[src/rtl/sie_transmitter.sv]
// Transmit half of the USB serial interface engine: paces line states onto the
// transceiver at FS/LS bit rate and generates bus-reset and resume signalling.
module sie_transmitter #(
    parameter int FS_DIV     = 4,
    parameter int LS_DIV     = 32,
    parameter int RST_CYCLES = 480000,
    parameter int RES_CYCLES = 960000
) (
    input  logic       clk,
    input  logic       rst,
    input  logic       fullSpeedRateIn,
    input  logic [1:0] txBitsIn,
    input  logic       txCtrlIn,
    input  logic       txBitsWEn,
    output logic       sieTxRdyOut,
    input  logic [1:0] portCtrlIn,
    input  logic       portCtrlWEn,
    output logic       portCtrlRdyOut,
    output logic [1:0] txWireDataOut,
    output logic       txWireCtrlOut,
    output logic       txWireWEn
);

    localparam logic [2:0] IDLE        = 3'd0;
    localparam logic [2:0] TX_HOLD     = 3'd1;
    localparam logic [2:0] RST_SE0     = 3'd2;
    localparam logic [2:0] RES_K       = 3'd3;
    localparam logic [2:0] RES_EOP_SE0 = 3'd4;
    localparam logic [2:0] RES_EOP_J   = 3'd5;

    localparam logic [7:0]  FS_LOAD      = 8'(FS_DIV - 1);
    localparam logic [7:0]  LS_LOAD      = 8'(LS_DIV - 1);
    localparam logic [19:0] RST_LOAD     = 20'(RST_CYCLES - 1);
    localparam logic [19:0] RES_LOAD     = 20'(RES_CYCLES - 1);
    localparam logic [19:0] EOP_SE0_LOAD = 20'(2 * LS_DIV - 1);
    localparam logic [19:0] EOP_J_LOAD   = 20'(LS_DIV - 1);

    localparam logic [1:0] SE0   = 2'b00;
    localparam logic [1:0] LS_J  = 2'b01;

    logic [2:0]  state;
    logic [7:0]  divCnt;
    logic [19:0] longCnt;
    logic        fsRate;
    logic        bitAccept;
    logic        cmdAccept;

    function automatic logic [1:0] lineJ(input logic fs);
        return fs ? 2'b10 : 2'b01;
    endfunction

    function automatic logic [1:0] lineK(input logic fs);
        return fs ? 2'b01 : 2'b10;
    endfunction

    // Codes 00 and 11 are not commands, so they must not steal a concurrent bit write.
    assign cmdAccept = portCtrlWEn && portCtrlRdyOut &&
                       (portCtrlIn == 2'b01 || portCtrlIn == 2'b10);
    assign bitAccept = txBitsWEn && sieTxRdyOut && !cmdAccept;

    always_ff @(posedge clk or posedge rst) begin
        if (rst) begin
            state          <= IDLE;
            divCnt         <= '0;
            longCnt        <= '0;
            fsRate         <= 1'b0;
            sieTxRdyOut    <= 1'b1;
            portCtrlRdyOut <= 1'b1;
            txWireDataOut  <= 2'b10;
            txWireCtrlOut  <= 1'b0;
            txWireWEn      <= 1'b0;
        end else begin
            txWireWEn <= 1'b0;
            case (state)
                IDLE, TX_HOLD: begin
                    if (cmdAccept) begin
                        fsRate         <= fullSpeedRateIn;
                        divCnt         <= fullSpeedRateIn ? FS_LOAD : LS_LOAD;
                        sieTxRdyOut    <= 1'b0;
                        portCtrlRdyOut <= 1'b0;
                        txWireCtrlOut  <= 1'b1;
                        txWireWEn      <= 1'b1;
                        if (portCtrlIn == 2'b01) begin
                            txWireDataOut <= SE0;
                            longCnt       <= RST_LOAD;
                            state         <= RST_SE0;
                        end else begin
                            txWireDataOut <= lineK(fullSpeedRateIn);
                            longCnt       <= RES_LOAD;
                            state         <= RES_K;
                        end
                    end else if (bitAccept) begin
                        fsRate        <= fullSpeedRateIn;
                        divCnt        <= fullSpeedRateIn ? FS_LOAD : LS_LOAD;
                        longCnt       <= '0;
                        sieTxRdyOut   <= 1'b0;
                        txWireDataOut <= txBitsIn;
                        txWireCtrlOut <= txCtrlIn;
                        txWireWEn     <= 1'b1;
                        state         <= TX_HOLD;
                    end else if (state == TX_HOLD) begin
                        // Ready is raised for the final cycle so the next bit can follow with no gap.
                        if (divCnt == 8'd0) begin
                            state <= IDLE;
                        end else begin
                            divCnt      <= divCnt - 8'd1;
                            sieTxRdyOut <= (divCnt == 8'd1);
                        end
                    end
                end
                RST_SE0: begin
                    if (longCnt == 20'd0) begin
                        txWireDataOut  <= lineJ(fsRate);
                        txWireCtrlOut  <= 1'b0;
                        txWireWEn      <= 1'b1;
                        sieTxRdyOut    <= 1'b1;
                        portCtrlRdyOut <= 1'b1;
                        divCnt         <= '0;
                        state          <= IDLE;
                    end else begin
                        longCnt <= longCnt - 20'd1;
                    end
                end
                RES_K: begin
                    // The resume EOP is always timed at low speed regardless of the sampled rate.
                    if (longCnt == 20'd0) begin
                        txWireDataOut <= SE0;
                        txWireWEn     <= 1'b1;
                        longCnt       <= EOP_SE0_LOAD;
                        divCnt        <= LS_LOAD;
                        state         <= RES_EOP_SE0;
                    end else begin
                        longCnt <= longCnt - 20'd1;
                    end
                end
                RES_EOP_SE0: begin
                    if (longCnt == 20'd0) begin
                        txWireDataOut <= LS_J;
                        txWireWEn     <= 1'b1;
                        longCnt       <= EOP_J_LOAD;
                        divCnt        <= LS_LOAD;
                        state         <= RES_EOP_J;
                    end else begin
                        longCnt <= longCnt - 20'd1;
                    end
                end
                RES_EOP_J: begin
                    if (longCnt == 20'd0) begin
                        txWireDataOut  <= LS_J;
                        txWireCtrlOut  <= 1'b0;
                        txWireWEn      <= 1'b1;
                        sieTxRdyOut    <= 1'b1;
                        portCtrlRdyOut <= 1'b1;
                        divCnt         <= '0;
                        state          <= IDLE;
                    end else begin
                        longCnt <= longCnt - 20'd1;
                    end
                end
                default: begin
                    state          <= IDLE;
                    sieTxRdyOut    <= 1'b1;
                    portCtrlRdyOut <= 1'b1;
                end
            endcase
        end
    end

endmodule

[config.mk]
export PLATFORM = sky130hd
export DESIGN_NAME = sie_transmitter
export DESIGN_NICKNAME = d
export VERILOG_FILES = /design/src/rtl/sie_transmitter.sv
export SDC_FILE = /design/constraint.sdc
export NUM_CORES = 1
export LEC_CHECK = 0
export CAP_MARGIN = 10
export CORE_MARGIN = 3
export CORE_UTILIZATION = 25
export DETAILED_ROUTE_END_ITERATION = 10
export DONT_BUFFER_PORTS = 1
export PLACE_DENSITY_LB_ADDON = 0.05
export SKIP_LAST_GASP = 1
export SYNTH_ARGS = -nofsm -noshare
export SYNTH_HDL_FRONTEND = slang
export SYNTH_SLANG_ARGS = --single-unit
[constraint.sdc]
create_clock -name clk -period 2.9 [get_ports clk]
set_input_delay 0.58 -clock clk [delete_from_list [all_inputs] [get_ports clk]]
set_output_delay 0.58 -clock clk [all_outputs]
set_load 0.1 [all_outputs]
# [Word-level counts from Yosys, hierarchy flattened]
# Index checks and enable logic that the tools add are counted.
[classes] add_sub_neg=2 n_eq_ne=20 n_mux=51 n_bitwise=1 n_reduce_logical=27
[op_table] op="$mux 20" n=6
[op_table] op="$pmux 20 s4" n=1
[op_table] op="$mux 8" n=6
[op_table] op="$pmux 8 s3" n=1
[op_table] op="$mux 3" n=7
[op_table] op="$logic_not 20->1" n=1
[op_table] op="$sub 20x1->20 const B" n=1
[op_table] op="$mux 2" n=8
[op_table] op="$mux 1" n=15
[op_table] op="$reduce_and 5->1" n=3
[op_table] op="$ne 4x4->1 const B" n=3
[op_table] op="$pmux 3 s4" n=1
[op_table] op="$ne 2x2->1 const B" n=5
[op_table] op="$reduce_and 3->1" n=3
[op_table] op="$eq 8x1->1 const B" n=1
[op_table] op="$logic_not 8->1" n=1
[op_table] op="$pmux 2 s4" n=1
[op_table] op="$reduce_bool 4->1" n=2
[op_table] op="$reduce_or 2->1" n=4
[op_table] op="$sub 8x1->8 const B" n=1
[op_table] op="$eq 3x2->1 const B" n=2
[op_table] op="$eq 3x3->1 const B" n=2
[op_table] op="$ne 2x1->1 const B" n=3
[op_table] op="$pmux 1 s3" n=2
[op_table] op="16 further kinds" n=21
[totals] ff_bits=38 output_inout_bits=6 elab_cells=110

# [Logic depth before layout (Yosys ltp)]
[logic_depth] depth_word=8 mapped_depth=11 mapped_depth_nobuf=8

# [Worst setup path before layout]
# OpenSTA, ideal clock, no wires.
[synth_timing] path_kind="input -> register" startpoint="in portCtrlIn[1]" endpoint="reg divCnt[6]" setup_ps=69 arrival_ps=2516 path_slack_ps=315 path_stages=9 path_buffers=1 path_cell_list="inv_1 > ha_1 > nand3b_1 > and3_1 > a21o_1 > or2_1 > buf_6 > or4_1 > nand3_1"
[synth_via] elab_chain_cells=8 elab_cells_between_ends=12 cone_classes="eq/ne: 4; mux: 3; reduce/logical: 5"
[synth_lines] item="start: declaration" line="16" text="input logic [1:0] portCtrlIn,"
[synth_lines] item="$eq 2x1->1 / $eq 2x2->1 (equally long branches)" line="58" text="(portCtrlIn == 2'b01 || portCtrlIn == 2'b10);"
[synth_lines] item="$logic_or 1x1->1 *" line="58"
[synth_lines] item="$logic_and 1x1->1 *" line="57" text="assign cmdAccept = portCtrlWEn && portCtrlRdyOut &&"
[synth_lines] item="$logic_not 1->1" line="59" text="assign bitAccept = txBitsWEn && sieTxRdyOut && !cmdAccept;"
[synth_lines] item="$logic_and 1x1->1" line="59"
[synth_lines] item="$mux 8" line="92" text="end else if (bitAccept) begin"
[synth_lines] item="$mux 8" line="76" text="if (cmdAccept) begin"
[synth_lines] item="$pmux 8 s3" line="74" text="case (state)"
[synth_lines] item="end signal: assignment" line="78" text="divCnt <= fullSpeedRateIn ? FS_LOAD : LS_LOAD;"
[synth_lines] item="end signal: assignment" line="94" text="divCnt <= fullSpeedRateIn ? FS_LOAD : LS_LOAD;"
[synth_lines] item="end signal: assignment" line="106" text="divCnt <= divCnt - 8'd1;"
[synth_lines] item="end: declaration" line="42" text="logic [7:0] divCnt;"
# Every way passes the cells marked *; elsewhere a longest branch is shown, timed or not.
# A chain may end at the register's enable or synchronous reset.

# [Worst setup path after layout]
[layout_timing] startpoint="reg state[2]" endpoint="reg divCnt[6]"
[layout_via] elab_chain_cells=4 elab_cells_between_ends=16 cone_classes="eq/ne: 9; mux: 1; reduce/logical: 6"
[layout_lines] item="start: declaration" line="41" text="logic [2:0] state;"
[layout_lines] item="start signal: assignment" line="63" text="state <= IDLE;"
[layout_lines] item="start signal: assignment" line="86" text="state <= RST_SE0;"
[layout_lines] item="start signal: assignment" line="90" text="state <= RES_K;"
[layout_lines] item="$eq 3x1->1, or another cell as far along" line="74, 101"
[layout_lines] item="$reduce_or 2->1, on equally long branches"
[layout_lines] item="$ne 4x4->1 (no line), or another cell as far along"
[layout_lines] item="$reduce_and 5->1 (no line)"
# Parallel ways exist; a longest one is shown, timed or not.

==> metrics.md <==
| Metric | Value |
|---|---|
| Status | finished, final reports clean |
| Post-CTS repair timing setup buffer count | 0 |
| Area share of the leading cell type in the synthesized netlist | 34.2% |
| Global placement routability congestion | 0.769 |
| Worst hold path class | in -> async |
| Mean area per synthesized cell | between 8 and 9 um2 |
| Total via count in the routed design | 2299 |
| Via density per instance | 5.20 |
| CTS Hold Buffers Added | 0 |
| Post-synthesis cell type with the largest combined area | sky130_fd_sc_hd__dfrtp_1 |
| Height of the die | 107 um |
| Horiz. Die Dim | 107 um |
| WP data required | 3.13 ns |
| Power density normalized to cell area | 1340 nW/um2 |
| Post-synth EDFFs | 0 |
| Antenna diode count | 0 |
| Net count reported at finish | 327 |
| Final Max Tran Viols | 0 |
| Static leakage | 1.21 nW |
| #FFs+latches synth | 38 |
| Post-layout minimum cycle time | around 2.5 ns |
| Post-synthesis to final-layout area growth | 11.8% |
| WP buf/inv | 1 |
| Setup slack on the worst flop-to-flop path | between 0.4 and 0.5 ns |
| CTS Buf Count | 5 |
| Ordered cell list for the critical path | inv_1 -> ha_1 -> and3_1 -> a21o_1 -> or2_1 -> or4_1 -> nand3_1 |
| Clock latency on the worst-skew pair | 0.29 ns |
| Overall routed net length | 7390 um |
| Number of nets in the synthesized netlist | approximately 320 |
| Worst Tran Pin Value | 0.923 ns |
| Achievable frequency | 403 MHz |
| CTS tree | yes |
| Crit. Startpoint | state[2] |
| Final global-route overflow total | 0 |
| Smallest setup slack after layout | 0.419 ns |
| Number of instances in the synthesized netlist | 302 |
| Maximum number of pins on one net before global-route repair | 26 |
| Full die area | around 11000 um2 |
| Part of the cycle the worst path needs | 85.6% |
| R2r startpoint | state[2] |
| CP max stage cell | sky130_fd_sc_hd__dfrtp_1 |
| RSZ-0062 raised after global routing | false |
| Kind of critical path | reg -> reg |
| Proportion of layout cells with a drive suffix above 1 | 12.3% |
| Synth Cell Area | 2560 um2 |
| Number of global-route vias before repair | 2217 |
| Total negative setup slack | 0 ns |
| Antenna violations before repair | 0 |
| Global-route usage over all layers | 13.7% |
| Data arrival at the endpoint of the critical path | 2.71 ns |
| Critical path peak fanout | 11 |
| Maximum single-stage delay on the critical path | ~0.55 ns |
| DR WL/cell | 16.7 um |
| Number of cells on the worst reg-to-reg path | 7 |
| DRC Markers | 0 |
| Final core utilization | 29.0% |
| Starting density of the core | 25.9% |
| Biggest area contributors in the synthesized netlist | sky130_fd_sc_hd__dfrtp_1 34%, sky130_fd_sc_hd__o21ai_0 6.1%, sky130_fd_sc_hd__nand2_1 5.0% |
| Capture point of the worst reg-to-reg path | divCnt[6] |
| Predominant post-synthesis flop cell | sky130_fd_sc_hd__dfrtp_1 |
| Count of different cell masters after synthesis | 60 |
| Kind of cell adding the most delay to the critical path | simple AND/OR/NAND/NOR gates |
| DRT Pass-1 Iters | 4 |
| Final Hold Fails | 0 |
| Tightest slew margin relative to the limit | 38.5% |
| Clock sinks | 38 |
| Logic depth of the worst setup path including buffers | 7 |
| Max-capacitance violation count | 0 |
| CTS-repair resized insts | 0 |
| Clock Skew | 0.0169 ns |
| Count of H-tree levels built during CTS | 2 |
| IO Count | 16 |
| Most instantiated library cell after synthesis | sky130_fd_sc_hd__dfrtp_1 |
| Core region area | 9860 um2 |
| Synth Warn # | 0 |
| Clock tree buffer depth | 2 |
| Wire length of the first global-routing pass | around 12000 um |
| Worst supply voltage drop on vdd | 306 uV |
| Violation count after the first detailed-routing iteration | 102 |
| # port buffers | 0 |
| Endpoint of the worst setup timing path | divCnt[6] |
| Number of standard-cell rows in the floorplan | 36 |
| DP Wirelength | 5540 um |
| Worst slack at placement | 0.351 ns |
| Sequential fraction of the synthesis area | a little under two fifths |
| Cell at the root of the clock tree | sky130_fd_sc_hd__clkbuf_8 |
| Kind of end point of the critical path | flop |
| Post-synth ARST share | 100% |
| Clock-pin slew reported for the worst setup and hold paths after clock tree synthesis | 0.09 ns |
| Antenna Violating Nets Remaining | 0 |
| Kind of start point of the critical path | flop |
| Final setup violation count | 0 |
| Most frequent cells after synthesis | 35 x sky130_fd_sc_hd__dfrtp_1, 34 x sky130_fd_sc_hd__nand2_1, 31 x sky130_fd_sc_hd__o21ai_0 |
state kept, by name (all words and copies together), names as in the netlist:
register,count
longCnt,20
divCnt,8
state,3
txWireDataOut,2
fsRate,1
portCtrlRdyOut,1
sieTxRdyOut,1
txWireCtrlOut,1
txWireWEn,1
worst reg2reg max path: stages, from the launching register on:
cell	delay [ns]
sky130_fd_sc_hd__dfrtp_1	0.55
sky130_fd_sc_hd__inv_1	0.13
sky130_fd_sc_hd__ha_1	0.30
sky130_fd_sc_hd__and3_1	0.23
sky130_fd_sc_hd__a21o_1	0.24
sky130_fd_sc_hd__or2_1	0.34
sky130_fd_sc_hd__or4_1	0.52
sky130_fd_sc_hd__nand3_1	0.09
how the worst min path moves through the flow:
stage | from | endpoint | slack, ns | depth (start not counted)
CTS | rst | state[2] | 0.16 | 1
detailed placement | divCnt[7] | divCnt[7] | 0.48 | 1
global route | rst | state[2] | 0.17 | 1
global placement | divCnt[5] | divCnt[5] | 0.48 | 1
finish | rst | state[2] | 0.15 | 1
floorplan | divCnt[7] | divCnt[7] | 0.44 | 1
stage by stage:
stage	instances	hold WS, ns	area, um2	total power (W)
global placement	434	0.479	2770	0.00350
finish	442	0.152	2860	0.00384
floorplan	302	0.443	2560	0.00287
detailed placement	434	0.483	2770	0.00347
global route	442	0.167	2860	0.00421
CTS	442	0.163	2860	0.00388
final cells by class:
class	instances	area, um2
clock buffer	7	86.3
clock inverter	1	5.00
sequential	38	955
timing repair buffer	14	118
fill	1068	7000
tap	133	166
inverter	13	48.8
multi-input combinational	236	1480
cells by family (layout without fill, tap and decap cells):
logic type	after synthesis	count (layout)	share of synthesized area, %
buf+inv	28	35	4.79
mux	2	2	0.880
xor+xnor	3	3	1.03
compound gates	114	114	29.6
simple gates	108	108	22.0
flops	38	38	37.3
fa+ha+maj	9	9	4.40
placed cells by master, fill, tap and decap left out, drive strengths merged, types with 2 or more instances in the layout:
master	count
nor3b	4
nand2	34
o2bb2ai	2
and3	2
a2bb2oi	3
or4	4
dfrtp	35
nor2	24
nand3	10
nor3	12
clkinv	2
or2	3
nor4	6
o31ai	3
ha	9
and2	2
xnor2	2
o21a	4
inv	12
a22oi	3
dfstp	3
buf	14
nand3b	2
o41ai	3
a21o	2
a22o	6
o22ai	5
a31oi	11
o32a	3
o22a	3
clkbuf	7
o21ai	31
a21oi	23
a211oi	3
a32o	2
mux2	2
nand2b	2
power by group:
part           switching (W)  internal [W]  total (W)  leakage, nW
Combinational        0.00136      0.000865    0.00222        0.684
Clock               0.000198      0.000192   0.000390       0.0482
Sequential          0.000454      0.000772    0.00123        0.483
layer usage:
metal  GRT usage, %  up-vias  wire [um]
li1               -     1142          -
met1           20.6     1109       3780
met2           20.0       46       3220
met3           2.59        2        339
met4           3.29        0         44
met5              0        -          0
(Power assumes the default switching activity.)
